==> config.mk <==
export PLATFORM = sky130hd
export DESIGN_NAME = mac_result_accumulator
export DESIGN_NICKNAME = d
export VERILOG_FILES = /design/src/rtl/mac_result_accumulator.sv
export SDC_FILE = /design/constraint.sdc
export NUM_CORES = 1
export LEC_CHECK = 0
export ABC_AREA = 1
export ABC_CLOCK_PERIOD_IN_PS = 3200
export BUFFER_PORTS_ARGS = -buffer_cell sky130_fd_sc_hd__buf_2
export CAP_MARGIN = 40
export CORE_UTILIZATION = 55
export DETAILED_ROUTE_END_ITERATION = 7
export GPL_TIMING_DRIVEN = 0
export PLACE_DENSITY = 0.86
export REMOVE_ABC_BUFFERS = 1
export SETUP_SLACK_MARGIN = 0.15
export SYNTH_ARGS = -nofsm -noshare
export SYNTH_HDL_FRONTEND = slang
export SYNTH_SLANG_ARGS = --single-unit
==> constraint.sdc <==
create_clock -name clk -period 3.2 [get_ports clk]
set_input_delay 0.96 -clock clk [delete_from_list [all_inputs] [get_ports clk]]
set_output_delay 0.96 -clock clk [all_outputs]
set_load 0.02 [all_outputs]
==> src/rtl/mac_result_accumulator.sv <==
// Accumulates signed partial sums into one result per last-delimited group and queues results in a FIFO.
// Build option SATURATE_EN: clamp each addition instead of wrapping, and report the clamp on acc_sat_o.
module mac_result_accumulator #(
  parameter int SUM_W      = 20,
  parameter int ACC_W      = 32,
  parameter int CNT_W      = 16,
  parameter int FIFO_DEPTH = 4
) (
  input  logic             clk,
  input  logic             rst,
  input  logic             sum_valid_i,
  input  logic [SUM_W-1:0] sum_i,
  input  logic             sum_last_i,
  input  logic             flush_i,
  output logic             acc_valid_o,
  input  logic             acc_ready_i,
  output logic [ACC_W-1:0] acc_o,
  output logic [CNT_W-1:0] acc_cnt_o,
  output logic             acc_sat_o,
  output logic             drop_o,
  output logic             busy_o
);

  localparam int PTR_W = (FIFO_DEPTH > 1) ? $clog2(FIFO_DEPTH) : 1;
  localparam int OCC_W = PTR_W + 1;

  logic signed [ACC_W-1:0] acc_q, acc_d, base_acc, sum_ext, acc_nxt;
  logic [CNT_W-1:0]        cnt_q, cnt_d, base_cnt, cnt_nxt;
  logic                    group_start;

  logic [ACC_W-1:0] mem_acc [FIFO_DEPTH];
  logic [CNT_W-1:0] mem_cnt [FIFO_DEPTH];
  logic [PTR_W-1:0] wr_ptr_q, wr_ptr_d, rd_ptr_q, rd_ptr_d;
  logic [OCC_W-1:0] occ_q, occ_d;
  logic             drop_q, drop_d;
  logic             push, pop, full, empty, push_ok;

  // A flush in the same cycle as a sum makes that sum the first of a new group.
  assign group_start = (cnt_q == '0) || flush_i;
  assign base_acc    = group_start ? '0 : acc_q;
  assign base_cnt    = group_start ? '0 : cnt_q;
  assign sum_ext     = ACC_W'($signed(sum_i));
  assign cnt_nxt     = (base_cnt == '1) ? base_cnt : base_cnt + CNT_W'(1);

`ifdef SATURATE_EN
  localparam logic [ACC_W-1:0] ACC_MAX = {1'b0, {(ACC_W-1){1'b1}}};
  localparam logic [ACC_W-1:0] ACC_MIN = {1'b1, {(ACC_W-1){1'b0}}};

  logic             sat_q, sat_d, base_sat, step_sat, sat_nxt;
  logic [ACC_W:0]   wide_sum;
  logic             mem_sat [FIFO_DEPTH];

  assign wide_sum = {base_acc[ACC_W-1], base_acc} + {sum_ext[ACC_W-1], sum_ext};
  assign step_sat = wide_sum[ACC_W] != wide_sum[ACC_W-1];
  assign acc_nxt  = !step_sat ? wide_sum[ACC_W-1:0] : (wide_sum[ACC_W] ? ACC_MIN : ACC_MAX);
  assign base_sat = group_start ? 1'b0 : sat_q;
  assign sat_nxt  = base_sat | step_sat;
`else
  assign acc_nxt  = base_acc + sum_ext;
`endif

  always_comb begin
    acc_d = acc_q;
    cnt_d = cnt_q;
`ifdef SATURATE_EN
    sat_d = sat_q;
`endif
    if (sum_valid_i && !sum_last_i) begin
      acc_d = acc_nxt;
      cnt_d = cnt_nxt;
`ifdef SATURATE_EN
      sat_d = sat_nxt;
`endif
    end else if (sum_valid_i || flush_i) begin
      acc_d = '0;
      cnt_d = '0;
`ifdef SATURATE_EN
      sat_d = 1'b0;
`endif
    end
  end

  assign push    = sum_valid_i && sum_last_i;
  assign empty   = (occ_q == '0);
  assign full    = (occ_q == OCC_W'(FIFO_DEPTH));
  assign pop     = !empty && acc_ready_i;
  // A pop frees the head slot this cycle, so a push into a full FIFO still lands.
  assign push_ok = push && (!full || pop);

  always_comb begin
    wr_ptr_d = wr_ptr_q;
    rd_ptr_d = rd_ptr_q;
    occ_d    = occ_q;
    drop_d   = drop_q;
    if (push_ok) wr_ptr_d = wr_ptr_q + PTR_W'(1);
    if (pop)     rd_ptr_d = rd_ptr_q + PTR_W'(1);
    if (push_ok && !pop)      occ_d = occ_q + OCC_W'(1);
    else if (pop && !push_ok) occ_d = occ_q - OCC_W'(1);
    if (push && !push_ok) drop_d = 1'b1;
  end

  always_ff @(posedge clk or posedge rst) begin
    if (rst) begin
      acc_q    <= '0;
      cnt_q    <= '0;
      wr_ptr_q <= '0;
      rd_ptr_q <= '0;
      occ_q    <= '0;
      drop_q   <= 1'b0;
    end else begin
      acc_q    <= acc_d;
      cnt_q    <= cnt_d;
      wr_ptr_q <= wr_ptr_d;
      rd_ptr_q <= rd_ptr_d;
      occ_q    <= occ_d;
      drop_q   <= drop_d;
    end
  end

  always_ff @(posedge clk) begin
    if (push_ok) begin
      mem_acc[wr_ptr_q] <= acc_nxt;
      mem_cnt[wr_ptr_q] <= cnt_nxt;
`ifdef SATURATE_EN
      mem_sat[wr_ptr_q] <= sat_nxt;
`endif
    end
  end

`ifdef SATURATE_EN
  always_ff @(posedge clk or posedge rst) begin
    if (rst) sat_q <= 1'b0;
    else     sat_q <= sat_d;
  end

  assign acc_sat_o = !empty && mem_sat[rd_ptr_q];
`else
  assign acc_sat_o = 1'b0;
`endif

  // Storage is not reset; gating the outputs keeps the head fields at 0 while empty.
  assign acc_valid_o = !empty;
  assign acc_o       = empty ? '0 : mem_acc[rd_ptr_q];
  assign acc_cnt_o   = empty ? '0 : mem_cnt[rd_ptr_q];
  assign drop_o      = drop_q;
  assign busy_o      = (cnt_q != '0);

endmodule
==> flow_summary.yaml, run 1 <==
synth:
  synth_top_area_cell: "edfxtp_1"
  synth_top_area_frac: 0.464
  yosys.cell_types.count: 37
  synth.most_common_cell: "nor2_1"
  synth_enable_flop_cells: 192
  synth-seq-cells: 248
  yosys_warnings: 0
  syn_avg_cell_area_um2: 9.18
  ys_top_cells_by_count: "nor2_1, nand2_1, edfxtp_1"
  synth_cells: 1353
  syn-cell-area_mm2: 0.0124
  ys_top_cells_by_area: "edfxtp_1, dfrtp_1, nor2_1, nand2_1, o21ai_0"
  seq_area_frac_synth: 0.577
  synthArstFlopShare: 0.226
  synthFlopType: "edfxtp_1"
timing:
  fin_skew_ns: 0.0145
  tightest_slew_ns: 0.692
  finalHoldViolations: 0
  rsz0062_at_grt: "true"
  setup_viol: 0
  period_needed_ns: 3.18
  fin_ws_ns: 0.0155
  relSlewSlack: 0.538
  fmax_mhz: 314
  finalMaxSlewViolations: 0
  holdWs_ns: 0.431
  finalCritPeriodShare: 0.995
clock_tree:
  cts_buffers: 25
  clock_latency_ns: 0.53
  clk_path_buf_depth: 3
  cts_tree: "built"
  path_clk_slew_ns: 0.06
  cts_sinks: 248
  h-tree-depth: 1
  cts_root_buffer: "clkbuf_16"
setup_path:
  cpPeakStageDelay_ns: 0.46
  critPathKind: "reg2out"
  startpoint_type: "flop"
  cp.required_ns: 2.24
  reg2reg_depth: 18
  cp_cell_sequence: "buf_4 -> buf_16 -> nor2_1 -> nor2_1 -> o21ai_0 -> a21oi_2 -> buf_4"
  critPathMaxFanout: 18
  arrival_ns: 2.22
  end_kind: "output pin"
  slowest_stage: "dfrtp_4"
route:
  routed_via_density: 5.95
  finalWirelength_um: 37000
  drt-initial-drc-count: 1062
  firstDrtPassIters: 8
  post_drt_wl_per_cell_um: 20.5
  ant_nets: 0
  drc: 6
  vias: 10700
status:
  outcome: "complete, but fails checks"
  violations: "design-rule violations"
final_layout:
  diodes: 0
  fill_cells: 1389
  multi_input_area_mm2: 0.00548
  seq_area_mm2: 0.00718
  nets: 1567
  area_growth_pct: 28.2
  drive_gt1_frac: 0.261
floorplan:
  core_mm2: 0.0220
  chipWidth_um: 152
  row_count: 54
  start_util: 0.566
  boundaryPins: 78
  die_y_um: 152
  dieArea_mm2: 0.0232
global_routing:
  grt_max_degree: 35
  grt_pass1_vias: 10300
  antenna_found_initial: 0
  overflow: 0
  track_usage: 0.295
  grt_pass1_wl_um: 53400
placement:
  dp_hpwl_um: 20500
  gp_congestion: 0.938
  dp_slack_ns: -1.07
  portBuffers: 76
hold_path:
  hold_class: "in2async"
pwr:
  power_mw: 11.8
  irDropWorstVdd_v: 0.000467
  p_leak_nw: 6.50
  powerDensity_mw_per_mm2: 739
flow_run:
  max-cap-violations: 0
-- cell families (layout without fill, tap and decap cells) --
family,Yosys count,in the layout,synth area share
simple gates,623,623,0.205
fa+ha+maj,39,39,0.0405
xor+xnor,32,32,0.0226
other cells,1,1,0.000302
buf+inv,159,327,0.0497
mux,1,1,0.000906
compound gates,250,250,0.104
flops,248,248,0.577
-- critical path: cells and delay by family, from the launching register on --
kind	cells	cell delay [ns]
simple gates	2	0.19
compound gates	2	0.48
flops	1	0.46
buf+inv	3	0.57
-- placed cells by master (no fill, tap or decap), drive strengths merged, types with 3 or more instances in the layout --
cell	instances
and2	10
a21o	10
nand3	45
buf	170
nand4	12
edfxtp	192
clkbuf	37
inv	108
o21ai	146
o21a	3
nor2	311
nand2	230
dfrtp	56
nand3b	4
a21oi	88
ha	37
clkinv	9
xor2	28
nor3	6
xnor2	4
-- worst paths after layout --
path	from	to	slack, ns
setup / recovery	rd_ptr_q[0]$_DFFE_PP0P_	acc_o[27]	0.02
hold / removal	rst	acc_q[29]$_DFFE_PP0P_	0.43
setup reg to reg	cnt_q[1]$_DFFE_PP0P_	mem_acc[0][28]$_DFFE_PP_	0.08
hold reg to reg	acc_q[25]$_DFFE_PP0P_	acc_q[25]$_DFFE_PP0P_	0.48
max in group asynchronous	rst	acc_q[1]$_DFFE_PP0P_	2.08
min in group clk	acc_q[25]$_DFFE_PP0P_	acc_q[25]$_DFFE_PP0P_	0.48
-- registers in the layout (all words and copies together), names as in the netlist --
signal and flops:
mem_acc 128, acc_q 32, cnt_q 16, rd_ptr_q 2, occ_q 3, wr_ptr_q 2, drop_o 1, mem_cnt 64
-- repair_timing --
| action | CTS | global route |
|---|---|---|
| setup endpoints to repair | 250 | 224 |
| setup buffers | 43 | 26 |
| pin swaps | 29 | 53 |
| hold buffers | 0 | 0 |
| resized for setup | 66 | 183 |
| gates cloned | 9 | 2 |
-- metal layers --
layer,global-route usage,vias up,routed length [µm]
met2,0.516,610,18300
met1,0.364,5137,13700
li1,-,4815,-
met3,0.0435,161,3020
met5,0,-,0
met4,0.128,0,1910
-- metrics by stage --
stage | area, µm² | setup TNS [ns] | utilization | std cells
finish | 15900 | 0 | 0.726 | 1801
global route | 15900 | -0.0872 | 0.726 | 1801
CTS | 15000 | 0 | 0.681 | 1773
detailed placement | 13400 | -136.85 | 0.612 | 1675
global placement | 12900 | -870.03 | 0.589 | 1656
floorplan | 12200 | -225.42 | - | 1300
-- where the power goes --
group	leakage [nW]	internal, mW	total (mW)	switching [mW]
registers	2.47	3.86	3.99	0.134
clock network	0.358	1.48	2.70	1.23
logic	3.67	1.88	5.08	3.20
total	6.50	7.22	11.8	4.56
-- layout make-up --
| type | instances | area share |
|---|---|---|
| tap | 280 | 0.0220 |
| clock inverter | 11 | 0.00440 |
| clock buffer | 35 | 0.0422 |
| sequential | 248 | 0.450 |
| multi-input combinational | 946 | 0.344 |
| inverter | 106 | 0.0272 |
| timing repair buffer | 173 | 0.109 |
| timing repair inverter | 2 | 0.00110 |
Power figures use the tool's default switching activity.
==> inputs of run 2 (changes only) <==
==> constraint.sdc (replaced) <==
create_clock -name clk -period 3.2 [get_ports clk]
set_input_delay 0.96 -clock clk [delete_from_list [all_inputs] [get_ports clk]]
set_output_delay 0.96 -clock clk [all_outputs]
set_load 0.1 [all_outputs]
==> run 2 against run 1 <==
Wire length rose by 11%; largest cell class unchanged; clock-buffer cell count did not move; via count rose by 4.4%; the run ends with design-rule violations, negative setup slack left; core utilization rose by 3.3 points; non-clock buffer count rose by 19.
==> flow_summary.yaml, run 2 (synthesized netlist as in run 1, its figures left out) <==
floorplan:
  boundaryPins: 78
  core_mm2: 0.0220
  dieArea_mm2: 0.0232
  die_y_um: 152
  start_util: 0.566
  row_count: 54
  chipWidth_um: 152
timing:
  tightest_slew_ns: 0.738
  fmax_mhz: 311
  fin_skew_ns: 0.0183
  setup_viol: 4
  fin_ws_ns: -0.0179
  finalCritPeriodShare: 1.01
  relSlewSlack: 0.507
  finalMaxSlewViolations: 0
  rsz0062_at_grt: "true"
  period_needed_ns: 3.22
  finalHoldViolations: 0
  holdWs_ns: 0.434
placement:
  portBuffers: 76
  place_inst: 1675
  dpl_cell_area_mm2: 0.0134
  dp_slack_ns: -1.07
  dp_hpwl_um: 20500
  gp_congestion: 0.938
clock_tree:
  clock_latency_ns: 0.54
  cts_buffers: 25
  path_clk_slew_ns: 0.07
  h-tree-depth: 1
  clk_path_buf_depth: 3
  hold_buffers: 0
  cts_tree: "built"
  cts_root_buffer: "clkbuf_16"
  cts_sinks: 248
global_routing:
  use_met3: 0.0569
  grt_util_met2: 0.531
  overflow: 0
  grt_max_degree: 35
  met1_usage: 0.364
  antenna_found_initial: 0
  top_usage_layer: "met2"
  track_usage: 0.305
  grt_pass1_wl_um: 54800
  grt_pass1_vias: 10400
final_layout:
  largest_register_ffs: 128
  diodes: 0
  nets: 1587
  fill_cells: 1264
  drive_gt1_frac: 0.286
  top_register: "mem_acc"
  finalInstanceArea_mm2: 0.0167
  layout.cells.non_filler: 1821
  reg_top3: "mem_acc (128), mem_cnt (64), acc_q (32)"
  area_growth_pct: 34.1
  final_cell_mix: "nor2_1, edfxtp_1, nand2_1"
  final_common_cell: "nor2_1"
status:
  violations: "design-rule violations, negative setup slack"
  outcome: "complete, but fails checks"
route:
  drc: 5
  vias: 11200
  drt-initial-drc-count: 1160
  routed_via_density: 6.14
  ant_nets: 0
  finalWirelength_um: 41100
  firstDrtPassIters: 8
  post_drt_wl_per_cell_um: 22.5
setup_path:
  reg2reg_to: "mem_acc[0][28]$_DFFE_PP_"
  startpoint_type: "flop"
  r2r_start: "cnt_q[14]$_DFFE_PP0P_"
  critPathKind: "reg2reg"
  end_kind: "flop"
  cp.required_ns: 3.48
  critPathMaxFanout: 7
  reg2reg_depth: 18
  arrival_ns: 3.50
  timing.reg2reg.setup_slack_ns: -0.02
pwr:
  powerDensity_mw_per_mm2: 981
  p_leak_nw: 6.78
  irDropWorstVdd_v: 0.00108
flow_run:
  max-cap-violations: 0
hold_path:
  hold_class: "in2async"
run 2: per-stage QoR:
| step | power [mW] | TNS (ns) | util |
|---|---|---|---|
| floorplan | 9.65 | -270.49 | - |
| CTS | 15.4 | 0 | 0.699 |
| detailed placement | 11.2 | -144.23 | 0.612 |
| global route | 16.8 | -1.91 | 0.759 |
| finish | 16.4 | -0.0713 | 0.759 |
| global placement | 10.8 | -876.52 | 0.589 |
run 2: worst max path at each step:
| stage | startpoint | to | slack (ns) | cells past startpoint |
|---|---|---|---|---|
| after floorplan | rd_ptr_q[0]$_DFFE_PP0P_ | acc_cnt_o[0] | -2.13 | 3 |
| after global routing | cnt_q[6]$_DFFE_PP0P_ | mem_acc[3][28]$_DFFE_PP_ | -0.20 | 18 |
| final | cnt_q[14]$_DFFE_PP0P_ | mem_acc[0][28]$_DFFE_PP_ | -0.02 | 18 |
| after detailed placement | flush_i | mem_acc[1][29]$_DFFE_PP_ | -1.07 | 16 |
| after CTS | rd_ptr_q[0]$_DFFE_PP0P_ | acc_o[31] | 0.11 | 6 |
| after global placement | rd_ptr_q[0]$_DFFE_PP0P_ | acc_o[19] | -4.13 | 4 |
run 2: area by class of cell:
class,count,area [µm²],share of cell area
timing repair inverter,3,22.5,0.00135
tap,280,350,0.0210
clock inverter,11,70.1,0.00420
sequential,248,7180,0.431
multi-input combinational,946,5590,0.335
inverter,106,448,0.0269
clock buffer,35,673,0.0404
timing repair buffer,192,2340,0.140
run 2: power breakdown:
group | leakage, nW | switching (mW) | internal (mW) | total [mW]
registers | 2.47 | 0.146 | 3.86 | 4.01
clock network | 0.358 | 1.23 | 1.48 | 2.71
logic | 3.95 | 6.83 | 2.81 | 9.63
run 2: layer usage:
metal  vias up  part of all wire
li1       4855                 -
met1      5302              0.35
met2       787              0.48
met3       246             0.099
met4         0             0.069
met5         -                 0
run 2: repair_timing:
item	CTS	global route
cloned	11	8
setup buffers	49	32
endpoints found under the setup margin	250	237
gates resized for setup	163	236
pin swaps	34	96
run 2: worst max-delay path, stage by stage (launching register included):
cell	delay, ns
dfrtp_1	0.39
nor2_1	0.16
nand2_1	0.10
nor2_2	0.14
nand2_4	0.09
nand2_8	0.09
buf_16	0.15
buf_6	0.12
nor2_2	0.03
ha_1	0.40
nand2_2	0.14
buf_4	0.16
nor2_1	0.23
nand2_1	0.14
nand2_2	0.10
nand3b_1	0.11
nand2_1	0.09
nand2_1	0.11
and2_4	0.18
